===== src/rtl/sparse_bitmap_decoder.sv =====
// sparse_bitmap_decoder: walks one bitmap-compressed sparse vector in SRAM and
// streams one {index, value, done=0} entry per nonzero element in ascending
// index order, followed by a single {all-ones, 0, done=1} terminator.
//
// Ports:
//   mac_clk, mac_rst      clock, asynchronous active-low reset
//   start_i               begin decoding (sampled only when idle)
//   base_addr_i           SRAM address of the first bitmap word
//   num_chunks_i          number of bitmap chunks in the vector
//   busy_o                high from start accept until the done entry is accepted
//   sram_rd_en_o          SRAM read strobe (data returns one cycle later)
//   sram_addr_o           SRAM read address (0 when not reading)
//   sram_rdata_i          SRAM read data
//   dec_valid_o           output entry valid
//   dec_ready_i           downstream ready
//   dec_data_o            output entry {index, value, done}

package sparse_mac_pkg;
    localparam int unsigned IDX_W = 16;
    localparam int unsigned VAL_W = 16;

    typedef struct packed {
        logic [IDX_W-1:0] index;
        logic [VAL_W-1:0] value;
        logic             done;
    } decoder_data_t;
endpackage

module sparse_bitmap_decoder #(
    parameter int unsigned DATA_W = 32,
    parameter int unsigned ADDR_W = 10,
    parameter int unsigned IDX_W  = 16,
    parameter int unsigned VAL_W  = 16
) (
    input  logic                          mac_clk,
    input  logic                          mac_rst,
    input  logic                          start_i,
    input  logic [ADDR_W-1:0]             base_addr_i,
    input  logic [ADDR_W-1:0]             num_chunks_i,
    output logic                          busy_o,
    output logic                          sram_rd_en_o,
    output logic [ADDR_W-1:0]             sram_addr_o,
    input  logic [DATA_W-1:0]             sram_rdata_i,
    output logic                          dec_valid_o,
    input  logic                          dec_ready_i,
    output sparse_mac_pkg::decoder_data_t dec_data_o
);

    localparam int unsigned POS_W = $clog2(DATA_W);

    localparam logic [2:0] IDLE      = 3'd0;
    localparam logic [2:0] RD_BMAP   = 3'd1;
    localparam logic [2:0] WAIT_BMAP = 3'd2;
    localparam logic [2:0] SCAN      = 3'd3;
    localparam logic [2:0] WAIT_VAL  = 3'd4;
    localparam logic [2:0] OUT       = 3'd5;
    localparam logic [2:0] EMIT_DONE = 3'd6;
    localparam logic [2:0] FIN       = 3'd7;

    logic [2:0]          state, state_d;
    logic [ADDR_W-1:0]   ptr, ptr_d;
    logic [ADDR_W-1:0]   chunk, chunk_d;
    logic [ADDR_W-1:0]   nchunks, nchunks_d;
    logic [DATA_W-1:0]   bmap, bmap_d;
    logic [IDX_W-1:0]    idx, idx_d;
    logic                busy_d, rd_en_d, valid_d;
    logic [ADDR_W-1:0]   addr_d;
    sparse_mac_pkg::decoder_data_t data_d;
    logic [POS_W-1:0]    pos;
    logic                accept;

    // Lowest set bit of the remaining bitmap.
    always_comb begin
        pos = '0;
        for (int i = int'(DATA_W) - 1; i >= 0; i--) begin
            if (bmap[i]) pos = POS_W'(i);
        end
    end

    assign accept = dec_valid_o & dec_ready_i;

    // Next-state and next-output logic.
    always_comb begin
        state_d   = state;
        ptr_d     = ptr;
        chunk_d   = chunk;
        nchunks_d = nchunks;
        bmap_d    = bmap;
        idx_d     = idx;
        busy_d    = busy_o;
        valid_d   = dec_valid_o;
        data_d    = dec_data_o;

        case (state)
            IDLE: begin
                if (start_i) begin
                    ptr_d     = base_addr_i;
                    chunk_d   = '0;
                    nchunks_d = num_chunks_i;
                    busy_d    = 1'b1;
                    state_d   = (num_chunks_i == '0) ? EMIT_DONE : RD_BMAP;
                end
            end
            RD_BMAP: begin
                ptr_d   = ptr + ADDR_W'(1);
                state_d = WAIT_BMAP;
            end
            WAIT_BMAP: begin
                bmap_d  = sram_rdata_i;
                state_d = SCAN;
            end
            SCAN: begin
                if (bmap != '0) begin
                    ptr_d   = ptr + ADDR_W'(1);
                    bmap_d  = bmap & (bmap - DATA_W'(1));
                    idx_d   = IDX_W'(chunk) * IDX_W'(DATA_W) + IDX_W'(pos);
                    state_d = WAIT_VAL;
                end else begin
                    chunk_d = chunk + ADDR_W'(1);
                    state_d = (chunk + ADDR_W'(1) == nchunks) ? EMIT_DONE : RD_BMAP;
                end
            end
            WAIT_VAL: begin
                data_d.index = idx;
                data_d.value = sram_rdata_i[VAL_W-1:0];
                data_d.done  = 1'b0;
                valid_d      = 1'b1;
                state_d      = OUT;
            end
            OUT: begin
                if (accept) begin
                    valid_d = 1'b0;
                    state_d = SCAN;
                end
            end
            EMIT_DONE: begin
                data_d.index = '1;
                data_d.value = '0;
                data_d.done  = 1'b1;
                valid_d      = 1'b1;
                state_d      = FIN;
            end
            FIN: begin
                if (accept) begin
                    valid_d = 1'b0;
                    busy_d  = 1'b0;
                    state_d = IDLE;
                end
            end
            default: state_d = IDLE;
        endcase

        // Read strobe is registered, so it is decoded from the state being entered.
        rd_en_d = (state_d == RD_BMAP) || ((state_d == SCAN) && (bmap_d != '0));
        addr_d  = rd_en_d ? ptr_d : '0;
    end

    // State and output registers.
    always_ff @(posedge mac_clk or negedge mac_rst) begin
        if (!mac_rst) begin
            state        <= IDLE;
            ptr          <= '0;
            chunk        <= '0;
            nchunks      <= '0;
            bmap         <= '0;
            idx          <= '0;
            busy_o       <= 1'b0;
            sram_rd_en_o <= 1'b0;
            sram_addr_o  <= '0;
            dec_valid_o  <= 1'b0;
            dec_data_o   <= '0;
        end else begin
            state        <= state_d;
            ptr          <= ptr_d;
            chunk        <= chunk_d;
            nchunks      <= nchunks_d;
            bmap         <= bmap_d;
            idx          <= idx_d;
            busy_o       <= busy_d;
            sram_rd_en_o <= rd_en_d;
            sram_addr_o  <= addr_d;
            dec_valid_o  <= valid_d;
            dec_data_o   <= data_d;
        end
    end

endmodule


===== config.mk =====
export PLATFORM = sky130hd
export DESIGN_NAME = sparse_bitmap_decoder
export DESIGN_NICKNAME = d
export VERILOG_FILES = /design/src/rtl/sparse_bitmap_decoder.sv
export SDC_FILE = /design/constraint.sdc
export NUM_CORES = 1
export LEC_CHECK = 0
export ABC_AREA = 1
export BUFFER_PORTS_ARGS = -buffer_cell sky130_fd_sc_hd__buf_2
export CAP_MARGIN = 20
export CELL_PAD_IN_SITES_DETAIL_PLACEMENT = 1
export CELL_PAD_IN_SITES_GLOBAL_PLACEMENT = 1
export CORE_MARGIN = 3
export CORE_UTILIZATION = 38
export DETAILED_ROUTE_END_ITERATION = 8
export GPL_TIMING_DRIVEN = 0
export PLACE_DENSITY = 0.79
export SETUP_SLACK_MARGIN = 0.05
export SYNTH_ARGS = -nofsm -noshare
export SYNTH_HDL_FRONTEND = slang
export SYNTH_SLANG_ARGS = --single-unit

===== constraint.sdc =====
create_clock -name mac_clk -period 2.32 [get_ports mac_clk]
set_input_delay 0.464 -clock mac_clk [delete_from_list [all_inputs] [get_ports mac_clk]]
set_output_delay 0.464 -clock mac_clk [all_outputs]
set_load 0.02 [all_outputs]

After elaboration in Yosys (flattened, before gate mapping)
Cells that the tools add are included.
W data, S select, Z words.

cells by class
  $add $sub $neg = 4
  eq/ne operators = 14
  mux-type cells = 53
  bitwise logic cells = 2
  reduce and logical (&&, ||, !) cells = 17

operators with widths
  operator                 count
  $mux W5                  32
  $pmux W33 S2             1
  $pmux W32 S2             1
  $reduce_bool A32 Y1      2
  $mux W10                 5
  $and A32 B32 Y32         1
  $mux W32                 1
  $sub A32 B1 Y32 const B  1
  $pmux W10 S3             1
  $pmux W3 S8              1
  $add A10 B1 Y10 const B  2
  $pmux W10 S2             1
  $mux W3                  6
  $add A15 B5 Y16          1
  $eq A3 B3 Y1 const B     4
  $eq A10 B10 Y1           1
  $logic_not A10 Y1        1
  $eq A3 B2 Y1 const B     3
  $reduce_bool A2 Y1       4
  $eq A3 B1 Y1 const B     2
  $ne A2 B2 Y1 const B     3
  $reduce_and A2 Y1        3
  $reduce_and A3 Y1        2
  $pmux W1 S2              2
  other kinds (7)          9

word-level totals
  register bits after elaboration = 127
  output and inout port bits = 46

Logic depth before layout (Yosys ltp)
Gate-level depths: netlist (run 1).

  depth in word-level cells = 33
  gate-level depth with buffers = 31
  depth with buffers taken out = 31

Worst setup path after synthesis (run 1)
Ideal clock, no wire load.

  path kind = reg2reg
  from = register bmap[2]
  to = register sram_addr_o[4]
  data arrival time = 2.303 ns
  setup slack = -0.115 ns
  cell stages (with the launch flop) = 18
  path buffers = 1
  period minus slack after synthesis = 2.435 ns
  path through = dfrtp_1 nor3_2 inv_1 nor2_1 nand2_1 nor2_2 nand3_1 nor2_1 inv_1 o21ai_2 o21ai_0 a22oi_1 nand3_1 nor4_2 nand3_1 nand3_1 buf_4 nor2_1

between the ends
  word-level cells in the longest chain between the ends = 8
  elaborated cells between the ends (all ways) = 15

ends and longest elaborated chain
  element                   line  source
  start: declaration        64    logic [DATA_W-1:0] bmap, bmap_d;
  start signal: assignment  177   bmap <= bmap_d;
  $sub A32 B1 Y32           115   bmap_d = bmap & (bmap - DATA_W'(1));
  $and A32 B32 Y32          115
  $mux W32                  113   if (bmap != '0) begin
  $pmux W32 S2              94    case (state)
  $reduce_bool A32 Y1       154   rd_en_d = (state_d == RD_BMAP) || ((state_d == SCAN) && (bmap_d != '0));
  $logic_and A1 B1 Y1       154
  $logic_or A1 B1 Y1        154
  $mux W10 *                155   addr_d = rd_en_d ? ptr_d : '0;
  net addr_d[4]             67    logic [ADDR_W-1:0] addr_d;
  end signal: assignment    181   sram_addr_o <= addr_d;
  end: declaration          42    output logic [ADDR_W-1:0] sram_addr_o,

The timed path passes the listed nets; every way through them passes the cells marked *.
A chain may end at the register's enable or synchronous reset.

Worst setup path after layout (run 1)
  from = register state[0]
  to = register sram_addr_o[1]

between the ends
  word-level cells in the longest chain between the ends = 6
  elaborated cells between the ends (all ways) = 20

ends and longest elaborated chain
  element                   line  source
  start: declaration        60    logic [2:0] state, state_d;
  start signal: assignment  173   state <= state_d;
  $eq A3 B2 Y1              94
  $pmux W32 S2 *            94
  net bmap_d[28]            64
  $reduce_bool A32 Y1 *     154
  $logic_and A1 B1 Y1 *     154
  $logic_or A1 B1 Y1 *      154
  $mux W10 *                155
  net addr_d[1]             67

Marked as above.

==> results of run 1 <==
## through the flow
step	cell area, um2	util, %	hold WS [ns]
after floorplan	6150	-	0.168
after CTS	8280	53.5	0.0225
after global placement	6920	44.7	0.461
after detailed placement	6950	44.9	0.468
final	8960	57.9	0.0169
after global routing	8960	57.9	0.0381
## state kept, by name (all words and copies together), names as in the netlist, 3 cells and up
signal       cells
chunk           10
ptr             10
nchunks         10
idx             15
state            3
bmap            32
sram_addr_o     10
dec_data_o      32
## cells by family (layout without fill, tap and decap cells)
group | after synthesis | in the layout | synth area share (%)
simple gates | 336 | 336 | 23.2
buf+inv | 144 | 367 | 8.98
compound gates | 139 | 139 | 13.9
flops | 125 | 125 | 51.0
xor+xnor | 18 | 18 | 2.57
fa+ha+maj | 2 | 2 | 0.408
## power groups by stage
stage / registers [mW] / logic (mW) / clock network [mW]
final: 3.93 / 7.18 / 2.83
after global placement: 3.80 / 4.34 / 0
after detailed placement: 3.82 / 4.49 / 0
after global routing: 4.02 / 7.69 / 2.95
after floorplan: 3.96 / 2.84 / 0
after CTS: 3.80 / 5.71 / 2.84
## what timing repair did
item,CTS,global route
endpoints found under the setup margin,64,54
endpoints found under the hold margin,0,0
pin swaps,21,67
resized for setup,95,108
buffers inserted,53,43
gates cloned,0,1
## Yosys cell counts (4+ instances only)
cell type  count  area (um2)
inv_1        123         462
nand3_1       26         130
o21a_1         6        45.0
o22ai_1       13        81.3
xor2_1        12         105
o22a_1        11        96.3
nand4_1        7        43.8
o21ai_1        4        20.0
nor4_1         8        50.1
clkbuf_1      12        45.0
nand2_1      178         668
nor3_1        17        85.1
dfrtp_1      125        3130
xnor2_1        6        52.6
nor2_1        86         323
o31ai_1        4        30.0
o21ai_0       61         305
a21oi_1       19        95.1
## path summary, 6_finish.rpt
| kind | start | to | slack, ns | depth (start not counted) |
|---|---|---|---|---|
| max in group asynchronous | mac_rst | sram_addr_o[0] | 1.57 | 2 |
| min in group mac_clk | num_chunks_i[4] | nchunks[4] | 0.25 | 3 |
| hold / removal | mac_rst | bmap[8] | 0.02 | 1 |
| setup / recovery | state[0] | sram_addr_o[1] | -0.73 | 17 |
| setup reg to reg | state[0] | sram_addr_o[1] | -0.73 | 17 |
| hold reg to reg | dec_data_o[12] | dec_data_o[12] | 0.48 | 2 |
## worst max-delay path, stage by stage (launching register included)
cell       delay (ns)
dfrtp_2          0.42
nand2_2          0.12
nor2_4           0.16
clkinv_4         0.09
nor3_4           0.28
buf_4            0.16
nand2_2          0.06
o21ai_2          0.21
inv_2            0.11
o21ai_2          0.21
nand2_2          0.15
nor3_4           0.23
nand4_1          0.13
nor2_2           0.17
nand3_2          0.13
nand3_4          0.11
clkbuf_16        0.16
nor2_1           0.04
## metal layers
metal  track usage, %  part of all wire, %  up-vias
met1             31.0                   39     3248
met3             4.83                  6.0       80
met2             43.8                   51      297
met4             7.33                  4.1        0
met5                0                    0        -
li1                 -                    -     2886
## cell type report
type	count	area (um2)
buffer	17	100
clock buffer	17	425
clock inverter	15	188
fill	1831	6520
inverter	126	499
multi-input combinational	495	3050
sequential	125	3130
tap	211	264
timing repair buffer	192	1300
==> run summary, run 1 <==
Run status -> finished with violations
Failing checks -> negative setup slack
First drt pass iteration count -> 5
Synth Register Bits -> 125
Rows -> 45
Critical path launch point type -> flip-flop
Placed cells -> 1077
Routed Antenna Nets -> 0
Die area -> 17700 um2
Synth Instances -> 764
Power per Cell Area -> 1560 nW/um2
Crit path max fanout -> 5
Fin cells -> 1198
Synth unique cells -> 44
Clk sinks -> 125
Slew Limit Fails -> 0
Slew HR -> 43.3%
RSZ-0062 raised after global routing -> true
Vias in the first global route -> 6695
WL final -> 25.6 mm
Overflow after GRT -> 0
Sequential Power Share -> 28.2%
Switching share of total power -> 45.5%
CP Data Required Time -> 2.63 ns
Largest net degree at the start of global routing -> 70
Comb power frac -> 51.5%
Setup ws final -> -0.732 ns
Hold Path Class -> input pin to asynchronous set/reset pin
Synth Flop Type -> dfrtp_1
Layout cell share with drive strength beyond 1 -> 37.5%
Highest clock rate -> 328 MHz
Ports -> 102
Syn nets -> 822
Clock power frac -> 20.3%
Post-synth EDFFs -> 0
Area grow syn2layout -> 46.1%
Netlist Area Pre-Place -> 6130 um2
Residual DRC -> 0
Skew final -> 0.0180 ns
Most common cell after layout, fill and taps aside -> nand2_1
CTS tree -> done
Post-Place Worst Slack -> -0.874 ns
Register area share after synthesis -> 51.0%
CP endpoint kind -> flip-flop
Leak Pwr -> 4.44 nW
Sw Pwr -> 6.34 mW
Final Setup Violations -> 22
Routability congestion estimate -> 0.908
Core Box Area -> 15500 um2
Clock slew at reported path FFs -> 0.07 ns
Chip Width -> 133 um
Clock Tree Buf Depth -> 2
WS Path Type -> flip-flop to flip-flop
Routed wire per std cell -> 21.3 um
DR vias/cell -> 5.43
Tmin final -> 3.05 ns
Peak VDD IR -> 689 uV
Fin crit share -> 132%
Die Y-Extent -> 133 um
DP HPWL -> 13.8 mm
Root Buffer -> clkbuf_16
Final Hold Vio Count -> 0
First-pass GRT wire length -> 35.0 mm
Worst-Skew Late Latency -> 0.43 ns
PortBufs -> 101
Data arrival, critical path -> 3.37 ns
Vias -> 6511
Initial antenna violation count -> 0
ANT cells -> 0
Total power draw -> 13.9 mW
DR iter-0 viols -> 560
GR Util All Layers -> 24.9%
Setup TNS -> -10.57 ns
Initial Util -> 39.6%
Max_cap viols -> 0
Internal -> 7.60 mW
Most frequent cells in the layout -> nand2_1, dfrtp_1, inv_1, buf_2, buf_4
Clock H-tree levels -> 4
Syn. warnings -> 0
Hold-fix buffers, CTS -> 0
Synth Area per Inst -> 8.03 um2
# nets final -> 1032
Total CTS buffers -> 17
Least-Margin Pin Slew -> 0.843 ns
Post-synth ARST share -> 100%
Note: power is estimated with default switching activity, not from simulation.
==> inputs of run 2 (changes only) <==
--- a/config.mk
+++ b/config.mk
@@ -14,7 +14,7 @@
 export CORE_UTILIZATION = 38
 export DETAILED_ROUTE_END_ITERATION = 8
 export GPL_TIMING_DRIVEN = 0
-export PLACE_DENSITY = 0.79
+export PLACE_DENSITY = 0.83
 export SETUP_SLACK_MARGIN = 0.05
 export SYNTH_ARGS = -nofsm -noshare
 export SYNTH_HDL_FRONTEND = slang
==> run 2 against run 1 <==
The flow still finishes with violations (negative setup slack). Clock power rose by 2%. Die area did not move. Global-route usage fell by 0.83 points. Clock skew fell by 0.0041 ns. Non-clock buffer count fell by 31. Hold slack improved by 0.23 ns. Register-to-register slack got worse by 0.03 ns. Critical path depth fell by 2. Utilization fell by 2.4 points. Critical endpoint is now sram_addr_o[4]. Largest cell class unchanged. Highest routed layer unchanged.
==> run summary, run 2 (synthesis results as in run 1) <==
Run status -> finished with violations
Failing checks -> negative setup slack
DP HPWL -> 13.9 mm
Initial Util -> 39.6%
DR vias/cell -> 5.45
Initial antenna violation count -> 0
Largest net degree at the start of global routing -> 95
Tmin final -> 3.08 ns
Crit-path slowest cell -> dfrtp_1
Slew HR -> 51.0%
Vias in the first global route -> 6512
Power per Cell Area -> 1550 nW/um2
Leak Pwr -> 4.26 nW
Most frequent cells in the layout -> nand2_1, dfrtp_1, inv_1, buf_2, nor2_1
Least-Margin Pin Slew -> 0.735 ns
Residual DRC -> 0
Peak VDD IR -> 675 uV
Layout cell share with drive strength beyond 1 -> 33.5%
Data arrival, critical path -> 3.39 ns
Clock slew at reported path FFs -> 0.06 ns
Reg2reg end -> sram_addr_o[4]
Rows -> 45
Chip Width -> 133 um
Total CTS buffers -> 17
WL final -> 24.0 mm
Hold Path Class -> input pin to flip-flop
Largest regs -> bmap: 32 flops, dec_data_o: 32 flops, idx: 15 flops
Clock Tree Buf Depth -> 2
Routed wire per std cell -> 20.6 um
Critical path launch point type -> flip-flop
Origin of the worst setup path -> bmap[0]
Area grow syn2layout -> 39.9%
First-pass GRT wire length -> 33.6 mm
R2r worst-path depth -> 15
ANT cells -> 0
Most common cell after layout, fill and taps aside -> nand2_1
Total power draw -> 13.3 mW
Core Box Area -> 15500 um2
Highest clock rate -> 325 MHz
Setup ws final -> -0.758 ns
Crit path capture -> sram_addr_o[4]
Vias -> 6361
Worst R2R Start -> bmap[0]
CTS tree -> done
First drt pass iteration count -> 4
Delay of the slowest critical-path stage -> 0.42 ns
Slew Limit Fails -> 0
Crit path max fanout -> 10
Skew final -> 0.0138 ns
Ports -> 102
RSZ-0062 raised after global routing -> true
CP Data Required Time -> 2.63 ns
CP cell instances -> nor3_4, nand2_2, nor3_4, nand3_2, o21ai_2, o21a_1, buf_4, o21ai_2, nor4_2, nand4_1, nor2_2, nand3_1, nand3_2, buf_8, nor2_1
R2R Setup Slk -> -0.76 ns
Final Util -> 55.4%
Overflow after GRT -> 0
Clk sinks -> 125
Routed Antenna Nets -> 0
# nets final -> 1001
GR Util All Layers -> 24.1%
DR iter-0 viols -> 416
Die area -> 17700 um2
Root Buffer -> clkbuf_16
Post-Place Worst Slack -> -1.11 ns
Worst-Skew Late Latency -> 0.44 ns
Final Setup Violations -> 23
Die Y-Extent -> 133 um
Placed cells -> 1077
Fin cells -> 1167
Fin crit share -> 133%
Clock H-tree levels -> 4
WS Path Type -> flip-flop to flip-flop
CP endpoint kind -> flip-flop
Routability congestion estimate -> 0.900
Final Hold Vio Count -> 0
Max_cap viols -> 0
PortBufs -> 101
## run 2: changes by cell type in the layout (fill, tap and decap cells not counted), sizes merged
cell,previous run,this run
buf,197,163
bufinv,3,4
clkbuf,29,33
clkinv,6,3
clkinvlp,6,5
dlygate4sd3,0,1
inv,126,127
## run 2: through the flow
step	instance area (um2)	TNS [ns]	hold WS [ns]
floorplan	6150	-0.367	0.168
global placement	6920	-149.11	0.462
detailed placement	6950	-39.55	0.375
CTS	8120	-6.23	0.235
global route	8580	-13.08	0.253
finish	8580	-10.12	0.247
## run 2: layout make-up
cell class	instances	area [um2]
Clock inverter	13	186
Multi-Input combinational cell	495	2960
Fill cell	1861	6900
Buffer	18	96.3
Clock buffer	19	443
Tap cell	211	264
Timing Repair Buffer	160	1010
Inverter	126	489
Sequential cell	125	3130
## run 2: worst min path at each step
stage,start,end,depth (start not counted)
final,num_chunks_i[7],nchunks[7],3
after global routing,num_chunks_i[7],nchunks[7],3
after CTS,num_chunks_i[7],nchunks[7],3
after detailed placement,mac_rst,dec_data_o[1],1
after global placement,dec_data_o[13],dec_data_o[13],2
after floorplan,mac_rst,bmap[0],0
## run 2: repair_timing
item	4_1_cts	5_1_grt
cloned	0	0
gates resized for setup	74	85
setup buffers	37	21
hold buffers	1	0
pin swaps	20	22
hold endpoints to repair	31	0
endpoints found under the setup margin	65	70
## run 2: report_power, final
part           internal, mW  switching [mW]  total [mW]
Combinational          2.37            4.08        6.45
Clock                  1.83            1.05        2.88
Sequential             3.10           0.840        3.94
## run 2: layer usage
layer | global-route usage, % | wire length, um | up-vias
met5 | 0 | 0 | -
met4 | 9.18 | 1100 | 0
met3 | 5.29 | 1680 | 90
met2 | 40.8 | 11900 | 313
met1 | 30.0 | 9300 | 3137
li1 | - | - | 2821
## run 2: critical path, delay by kind of cell (launching register included)
| family | cells | cell delay, ns |
|---|---|---|
| DFF | 1 | 0.42 |
| and+or+nand+nor | 10 | 1.78 |
| buffers and inverters | 2 | 0.25 |
| AOI/OAI and AO/OA | 3 | 0.48 |
